--- config.mk ---
export PLATFORM = sky130hd
export DESIGN_NAME = ocx_tlx_data_release_ctl
export DESIGN_NICKNAME = d
export VERILOG_FILES = /design/src/rtl/ocx_tlx_pkg.sv /design/src/rtl/ocx_tlx_batch_queue.sv /design/src/rtl/ocx_tlx_data_release_ctl.sv
export SDC_FILE = /design/constraint.sdc
export NUM_CORES = 1
export LEC_CHECK = 0
export ABC_AREA = 1
export CORE_MARGIN = 10
export CORE_UTILIZATION = 55
export DETAILED_ROUTE_END_ITERATION = 8
export PLACE_DENSITY = 0.77
export SLEW_MARGIN = 25
export SYNTH_ARGS = -nofsm -noshare
export SYNTH_HDL_FRONTEND = slang
export SYNTH_HIERARCHICAL = 1
export SYNTH_SLANG_ARGS = --single-unit
--- constraint.sdc ---
create_clock -name tlx_clk -period 5.1 [get_ports tlx_clk]
set_input_delay 1.53 -clock tlx_clk [delete_from_list [all_inputs] [get_ports tlx_clk]]
set_output_delay 1.53 -clock tlx_clk [all_outputs]
set_load 0.01 [all_outputs]
--- src/rtl/ocx_tlx_pkg.sv ---
// Shared types and constants for the TLX data-flit release controller.
package ocx_tlx_pkg;

    localparam int unsigned MAX_RUN = 8;
    localparam int unsigned CNT_W   = 4;
    localparam int unsigned IDX_W   = 3;
    localparam int unsigned BDI_W   = 8;

    localparam logic BT_RELEASE = 1'b0;
    localparam logic BT_DISCARD = 1'b1;

    typedef struct packed {
        logic             btype;
        logic [CNT_W-1:0] cnt;
        logic [BDI_W-1:0] bdi;
    } batch_t;

    typedef enum logic [1:0] {
        ST_IDLE    = 2'd0,
        ST_RELEASE = 2'd1,
        ST_DISCARD = 2'd2
    } state_t;

    // Service state a freshly popped batch starts in.
    function automatic state_t batch_state(input logic btype);
        return (btype == BT_DISCARD) ? ST_DISCARD : ST_RELEASE;
    endfunction

endpackage

--- src/rtl/ocx_tlx_batch_queue.sv ---
// Small synchronous FIFO of pending release/discard batches.
module ocx_tlx_batch_queue
    import ocx_tlx_pkg::*;
#(
    parameter int unsigned DEPTH = 4
) (
    input  logic                         clk,
    input  logic                         rst,
    input  logic                         i_push,
    input  batch_t                       i_push_data,
    input  logic                         i_pop,
    output batch_t                       o_head,
    output logic                         o_full,
    output logic                         o_empty,
    output logic [$clog2(DEPTH+1)-1:0]   o_count
);

    localparam int unsigned PTR_W = (DEPTH > 1) ? $clog2(DEPTH) : 1;
    localparam int unsigned QC_W  = $clog2(DEPTH + 1);

    batch_t             r_mem [DEPTH];
    logic [PTR_W-1:0]   r_wr_ptr;
    logic [PTR_W-1:0]   r_rd_ptr;
    logic [QC_W-1:0]    r_count;
    logic               w_push_ok;
    logic               w_pop_ok;
    logic [PTR_W-1:0]   w_wr_ptr_nxt;
    logic [PTR_W-1:0]   w_rd_ptr_nxt;

    assign o_full  = (r_count == QC_W'(DEPTH));
    assign o_empty = (r_count == '0);
    assign o_count = r_count;
    assign o_head  = r_mem[r_rd_ptr];

    // A full queue still accepts a push when the head leaves in the same cycle.
    assign w_push_ok = i_push && (!o_full || i_pop);
    assign w_pop_ok  = i_pop && !o_empty;

    assign w_wr_ptr_nxt = (r_wr_ptr == PTR_W'(DEPTH - 1)) ? '0 : r_wr_ptr + PTR_W'(1);
    assign w_rd_ptr_nxt = (r_rd_ptr == PTR_W'(DEPTH - 1)) ? '0 : r_rd_ptr + PTR_W'(1);

    always_ff @(posedge clk) begin
        if (w_push_ok) begin
            r_mem[r_wr_ptr] <= i_push_data;
        end
    end

    always_ff @(posedge clk or posedge rst) begin
        if (rst) begin
            r_wr_ptr <= '0;
            r_rd_ptr <= '0;
            r_count  <= '0;
        end else begin
            if (w_push_ok) begin
                r_wr_ptr <= w_wr_ptr_nxt;
            end
            if (w_pop_ok) begin
                r_rd_ptr <= w_rd_ptr_nxt;
            end
            case ({w_push_ok, w_pop_ok})
                2'b10:   r_count <= r_count + QC_W'(1);
                2'b01:   r_count <= r_count - QC_W'(1);
                default: r_count <= r_count;
            endcase
        end
    end

endmodule

--- src/rtl/ocx_tlx_data_release_ctl.sv ---
// Read-side sequencer for the TLX data-flit holding FIFO: counts unverified
// flits, queues bookend/CRC batches, then releases or discards them in order.
module ocx_tlx_data_release_ctl #(
    parameter int unsigned MAX_RUN  = ocx_tlx_pkg::MAX_RUN,
    parameter int unsigned BQ_DEPTH = 4
) (
    input  logic                              tlx_clk,
    input  logic                              reset,
    input  logic                              pars_data_valid,
    input  logic                              bookend_flit_v,
    input  logic [7:0]                        bad_data_indicator,
    input  logic                              crc_error,
    input  logic                              rel_ready,
    output logic                              fifo_rd,
    output logic                              rel_valid,
    output logic                              rel_bad,
    output logic                              rel_last,
    output logic [ocx_tlx_pkg::CNT_W-1:0]     unverif_cnt,
    output logic [$clog2(BQ_DEPTH+1)-1:0]     bq_cnt,
    output logic                              overflow_err
);

    import ocx_tlx_pkg::*;

    localparam int unsigned BQ_CNT_W = $clog2(BQ_DEPTH + 1);

    state_t              r_state;
    state_t              w_state_nxt;
    logic [CNT_W-1:0]    r_cur_cnt;
    logic [CNT_W-1:0]    w_cur_cnt_nxt;
    logic [BDI_W-1:0]    r_cur_bdi;
    logic [BDI_W-1:0]    w_cur_bdi_nxt;
    logic [IDX_W-1:0]    r_idx;
    logic [IDX_W-1:0]    w_idx_nxt;
    logic [CNT_W-1:0]    r_unverif;
    logic [CNT_W-1:0]    w_unverif_nxt;
    logic [CNT_W-1:0]    w_run_cnt;
    logic                r_overflow;
    logic                w_sat;
    logic                w_event;
    logic                w_push;
    logic                w_pop;
    logic                w_last;
    logic                w_done;
    logic                w_bq_full;
    logic                w_bq_empty;
    batch_t              w_push_data;
    batch_t              w_bq_head;
    logic [BQ_CNT_W-1:0] w_bq_cnt;

    assign unverif_cnt  = r_unverif;
    assign bq_cnt       = w_bq_cnt;
    assign overflow_err = r_overflow;

    // A flit arriving with a bookend or CRC error belongs to the batch it closes.
    always_comb begin
        w_sat     = pars_data_valid && (r_unverif == CNT_W'(MAX_RUN));
        w_run_cnt = r_unverif;
        if (pars_data_valid && !w_sat) begin
            w_run_cnt = r_unverif + CNT_W'(1);
        end
        w_event           = bookend_flit_v || crc_error;
        w_push            = w_event && (w_run_cnt != '0);
        w_push_data.btype = crc_error ? BT_DISCARD : BT_RELEASE;
        w_push_data.cnt   = w_run_cnt;
        w_push_data.bdi   = bad_data_indicator;
        w_unverif_nxt     = w_event ? '0 : w_run_cnt;
    end

    always_ff @(posedge tlx_clk or posedge reset) begin
        if (reset) begin
            r_unverif  <= '0;
            r_overflow <= 1'b0;
        end else begin
            r_unverif <= w_unverif_nxt;
            if (w_sat || (w_push && w_bq_full && !w_pop)) begin
                r_overflow <= 1'b1;
            end
        end
    end

    ocx_tlx_batch_queue #(
        .DEPTH (BQ_DEPTH)
    ) u_batch_queue (
        .clk         (tlx_clk),
        .rst         (reset),
        .i_push      (w_push),
        .i_push_data (w_push_data),
        .i_pop       (w_pop),
        .o_head      (w_bq_head),
        .o_full      (w_bq_full),
        .o_empty     (w_bq_empty),
        .o_count     (w_bq_cnt)
    );

    // Batch service; finishing a batch loads the next one in the same cycle.
    always_comb begin
        w_state_nxt   = r_state;
        w_cur_cnt_nxt = r_cur_cnt;
        w_cur_bdi_nxt = r_cur_bdi;
        w_idx_nxt     = r_idx;
        w_pop         = 1'b0;
        w_done        = 1'b0;
        fifo_rd       = 1'b0;
        rel_valid     = 1'b0;
        rel_bad       = 1'b0;
        rel_last      = 1'b0;
        w_last        = (CNT_W'(r_idx) == (r_cur_cnt - CNT_W'(1)));

        case (r_state)
            ST_IDLE: begin
                w_done = 1'b1;
            end
            ST_RELEASE: begin
                rel_valid = 1'b1;
                rel_bad   = r_cur_bdi[r_idx];
                rel_last  = w_last;
                fifo_rd   = rel_ready;
                if (rel_ready) begin
                    if (w_last) begin
                        w_done = 1'b1;
                    end else begin
                        w_idx_nxt = r_idx + IDX_W'(1);
                    end
                end
            end
            ST_DISCARD: begin
                fifo_rd = 1'b1;
                if (w_last) begin
                    w_done = 1'b1;
                end else begin
                    w_idx_nxt = r_idx + IDX_W'(1);
                end
            end
            default: begin
                w_state_nxt = ST_IDLE;
            end
        endcase

        if (w_done) begin
            if (!w_bq_empty) begin
                w_pop         = 1'b1;
                w_cur_cnt_nxt = w_bq_head.cnt;
                w_cur_bdi_nxt = w_bq_head.bdi;
                w_idx_nxt     = '0;
                w_state_nxt   = batch_state(w_bq_head.btype);
            end else begin
                w_state_nxt = ST_IDLE;
            end
        end
    end

    always_ff @(posedge tlx_clk or posedge reset) begin
        if (reset) begin
            r_state   <= ST_IDLE;
            r_cur_cnt <= '0;
            r_cur_bdi <= '0;
            r_idx     <= '0;
        end else begin
            r_state   <= w_state_nxt;
            r_cur_cnt <= w_cur_cnt_nxt;
            r_cur_bdi <= w_cur_bdi_nxt;
            r_idx     <= w_idx_nxt;
        end
    end

endmodule

==> impl_metrics.sql <==
INSERT INTO impl_metrics (metric_group, metric, value, unit) VALUES
('cts', 'post_cts_buffers', '0', ''),
('power', 'peakVddDrop', '331.4', 'uV'),
('drt', 'wire_per_inst', '13.02', 'um'),
('critical_path', 'highest_cell_delay_on_the_worst_timing_path', '0.55', 'ns'),
('cts', 'cts_inserted_buffers', '9', ''),
('timing', 'slew_viol_final', '0', ''),
('timing', 'relSlewSlack', '34.81', '%'),
('drt', 'num_vias', '2630', ''),
('critical_path', 'critical-path-top-delay-family', 'buffers and inverters', ''),
('grt', 'grt_overflow', '0', ''),
('cts', 'cts_hold_buffers', '0', ''),
('power', 'power.share.sequential', '38.9', '%'),
('worst_hold_path', 'timing.hold.worst_endpoint', 'r_cur_bdi[6]$_DFFE_PP0P_', ''),
('placement', 'placement.io_buffers', '25', ''),
('timing', 'finalCriticalPeriod', '4.546', 'ns'),
('logic_synthesis', 'mappedNetlistArea', '3965', 'sq um'),
('finish', 'final_cells', '528', ''),
('logic_synthesis', 'synth_seq_cells', '81', ''),
('finish', 'final_layout_size_suffix_gt1_share', '9.954', '%'),
('timing', 'post-route-period-util', '89.13', '%'),
('finish', 'final_nets', '456', ''),
('finish', 'multi_input_gate_area_in_the_final_layout', '1287', 'sq um'),
('grt', 'antenna_found_initial', '0', ''),
('logic_synthesis', 'synth_sequential_area_ratio', '57.68', '%'),
('cts', 'tritoncts', 'done', ''),
('floorplanning', 'die_width', '104.9', 'um'),
('critical_path', 'setup.worst_path.start', 'rel_ready', ''),
('floorplanning', 'core-area', '6907', 'sq um'),
('placement', 'gp_congestion', '0.7869', ''),
('worst_hold_path', 'min_delay_path_depth', '2', ''),
('critical_path', 'crit_buf_inv', '5', ''),
('timing', 'grt_setup_unrepaired', 'false', ''),
('floorplanning', 'io_pins', '26', ''),
('critical_path', 'cp_cell_sequence', 'clkdlybuf4s50_1 > inv_1 > o21bai_1 > buf_4 > inv_1 > nor2_1 > clkdlybuf4s50_1', ''),
('logic_synthesis', 'synth_area_per_cell', '10.01', 'sq um'),
('timing', 'worst_slew_pin_slew', '0.9779', 'ns'),
('finish', 'layout_commonest_cell', 'nand2_1', ''),
('power', 'p_comb_share', '41.4', '%'),
('logic_synthesis', 'synth.yosys.warnings', '6', ''),
('grt', 'global_route.usage.total', '13.12', '%'),
('drt', 'remaining_drc_errors', '0', ''),
('critical_path', 'crit-reg2reg-launch', 'r_cur_cnt[0]$_DFFE_PP0P_', ''),
('cts', 'clockRootBuffer', 'clkbuf_8', ''),
('drt', 'first_pass_iters', '6', ''),
('finish', 'finalInstanceArea', '4488', 'sq um'),
('placement', 'detailedPlacementHpwl', '4632', 'um'),
('grt', 'number_of_global_route_vias_before_repair', '2592', ''),
('critical_path', 'crit_type', 'in -> out', ''),
('outcome', 'run_status', 'finished clean', ''),
('placement', 'dp.cells', '512', ''),
('timing', 'fin_skew', '0.01304', 'ns'),
('logic_synthesis', 'yosysUniqueCellTypes', '34', ''),
('floorplanning', 'dieArea', '11010', 'sq um'),
('critical_path', 'crit_path_start_kind', 'primary input', ''),
('finish', 'fillers', '564', ''),
('cts', 'clk_pin_slew_worst_paths', '0.07', 'ns'),
('timing', 'setup_viol', '0', ''),
('drt', 'avgViaCountPerCell', '4.981', ''),
('critical_path', 'timing.critical_path.fanout_max', '4', ''),
('power', 'switching_share', '39.50', '%'),
('power', 'power_density', '583.6', 'nW/um^2'),
('power', 'internal-power', '0.001585', 'W'),
('placement', 'postPlaceCellArea', '4264', 'sq um'),
('cts', 'clk_path_buf_depth', '2', ''),
('floorplanning', 'die_h', '104.9', 'um'),
('finish', 'regArea', '2287', 'sq um'),
('job', 'max_cap_viol_count', '0', ''),
('logic_synthesis', 'synth_top_cell_by_area', 'edfxtp_1', ''),
('drt', 'initialDrtViolationCount', '79', ''),
('cts', 'tritoncts_num_sinks', '81', ''),
('grt', 'largest_net_degree_at_the_start_of_global_routing', '56', '');
==> per-stage QoR <==
stage | setup WS [ns] | power, W | hold slack, ns | utilization (%)
final | 0.5542 | 0.002619 | 0.4783 | 64.98
after global routing | 0.4812 | 0.002850 | 0.4994 | 64.98
after CTS | 0.5534 | 0.002642 | 0.4816 | 64.98
after floorplan | 1.430 | 0.001901 | 0.4436 | -
after global placement | 0.5638 | 0.002076 | 0.4587 | 61.74
after detailed placement | 0.5568 | 0.002117 | 0.4615 | 61.74
==> how the worst max path moves through the flow <==
stage	to	cells after the start
6_report	fifo_rd	7
5_1_grt	fifo_rd	7
4_1_cts	fifo_rd	7
3_5_place_dp	fifo_rd	7
3_3_place_gp	fifo_rd	7
2_1_floorplan	fifo_rd	4
==> Yosys cell counts <==
master and count:
o21ai_0 16, edfxtp_1 52, buf_6 6, nand3_1 15, nor2_2 1, a21oi_1 16
ha_1 14, nand4_1 3, nand2_2 7, o21bai_1 1, clkbuf_8 1, fa_1 1
nor2_4 1, buf_2 1, buf_4 3, nand2_4 1, inv_1 71, a21oi_2 1
o21ai_2 5, buf_8 1, dfrtp_1 29, nand2_1 93, nor2_1 22, xnor2_2 1
xnor2_1 2, o211ai_1 14, a21boi_4 1, xor2_1 2, o21ai_1 10, or2_0 1
nor3_1 1, nand3_2 1, a31oi_1 1, nand4_4 1
==> routing by layer <==
layer | global-route usage [%] | vias up | wire length (um)
met5 | 0 | - | 0
met4 | 6.765 | 0 | 117
met3 | 3.010 | 10 | 473
met2 | 22.46 | 59 | 3443
met1 | 14.99 | 1211 | 2840
li1 | - | 1350 | -
==> logic make-up (layout without fill, tap and decap cells) <==
| family | count (synthesis) | after routing | share of synthesized area [%] |
|---|---|---|---|
| XOR/XNOR | 5 | 5 | 1.294 |
| adder cells (fa/ha/maj) | 15 | 15 | 4.923 |
| buffers and inverters | 83 | 119 | 9.845 |
| AO/OA/AOI/OAI | 65 | 65 | 10.10 |
| flip-flops | 81 | 81 | 57.68 |
| AND/OR/NAND/NOR | 147 | 147 | 16.16 |
==> power groups by stage <==
stage          clock (W)  combinational (W)  sequential (W)
2_1_floorplan          0           0.000914        0.000987
3_3_place_gp           0            0.00105         0.00102
3_5_place_dp           0            0.00109         0.00103
4_1_cts         0.000527            0.00110         0.00102
5_1_grt         0.000557            0.00125         0.00104
6_report        0.000515            0.00109         0.00102
==> layout make-up <==
cell class	instances	share of cell area [%]
timing repair buffer	32	6.747
sequential	81	50.96
tap	96	2.676
clock buffer	9	2.760
clock inverter	7	2.230
inverter	71	5.938
multi-input combinational	232	28.69
==> worst min-delay path: cells and delay by family, from the launching register on <==
kind | cells | cell delay, ns
flops | 1 | 0.34
simple gates | 2 | 0.10
==> sequential cells by signal, summed over array words and instances (netlist names) <==
| register | count |
|---|---|
| r_cur_cnt | 4 |
| overflow_err | 1 |
| r_cur_bdi | 8 |
| u_batch_queue/r_rd_ptr | 2 |
| u_batch_queue/o_count | 3 |
| unverif_cnt | 4 |
| u_batch_queue/r_wr_ptr | 2 |
| r_state | 2 |
| r_idx | 3 |
| u_batch_queue/r_mem | 52 |
(Power assumes the default switching activity.)
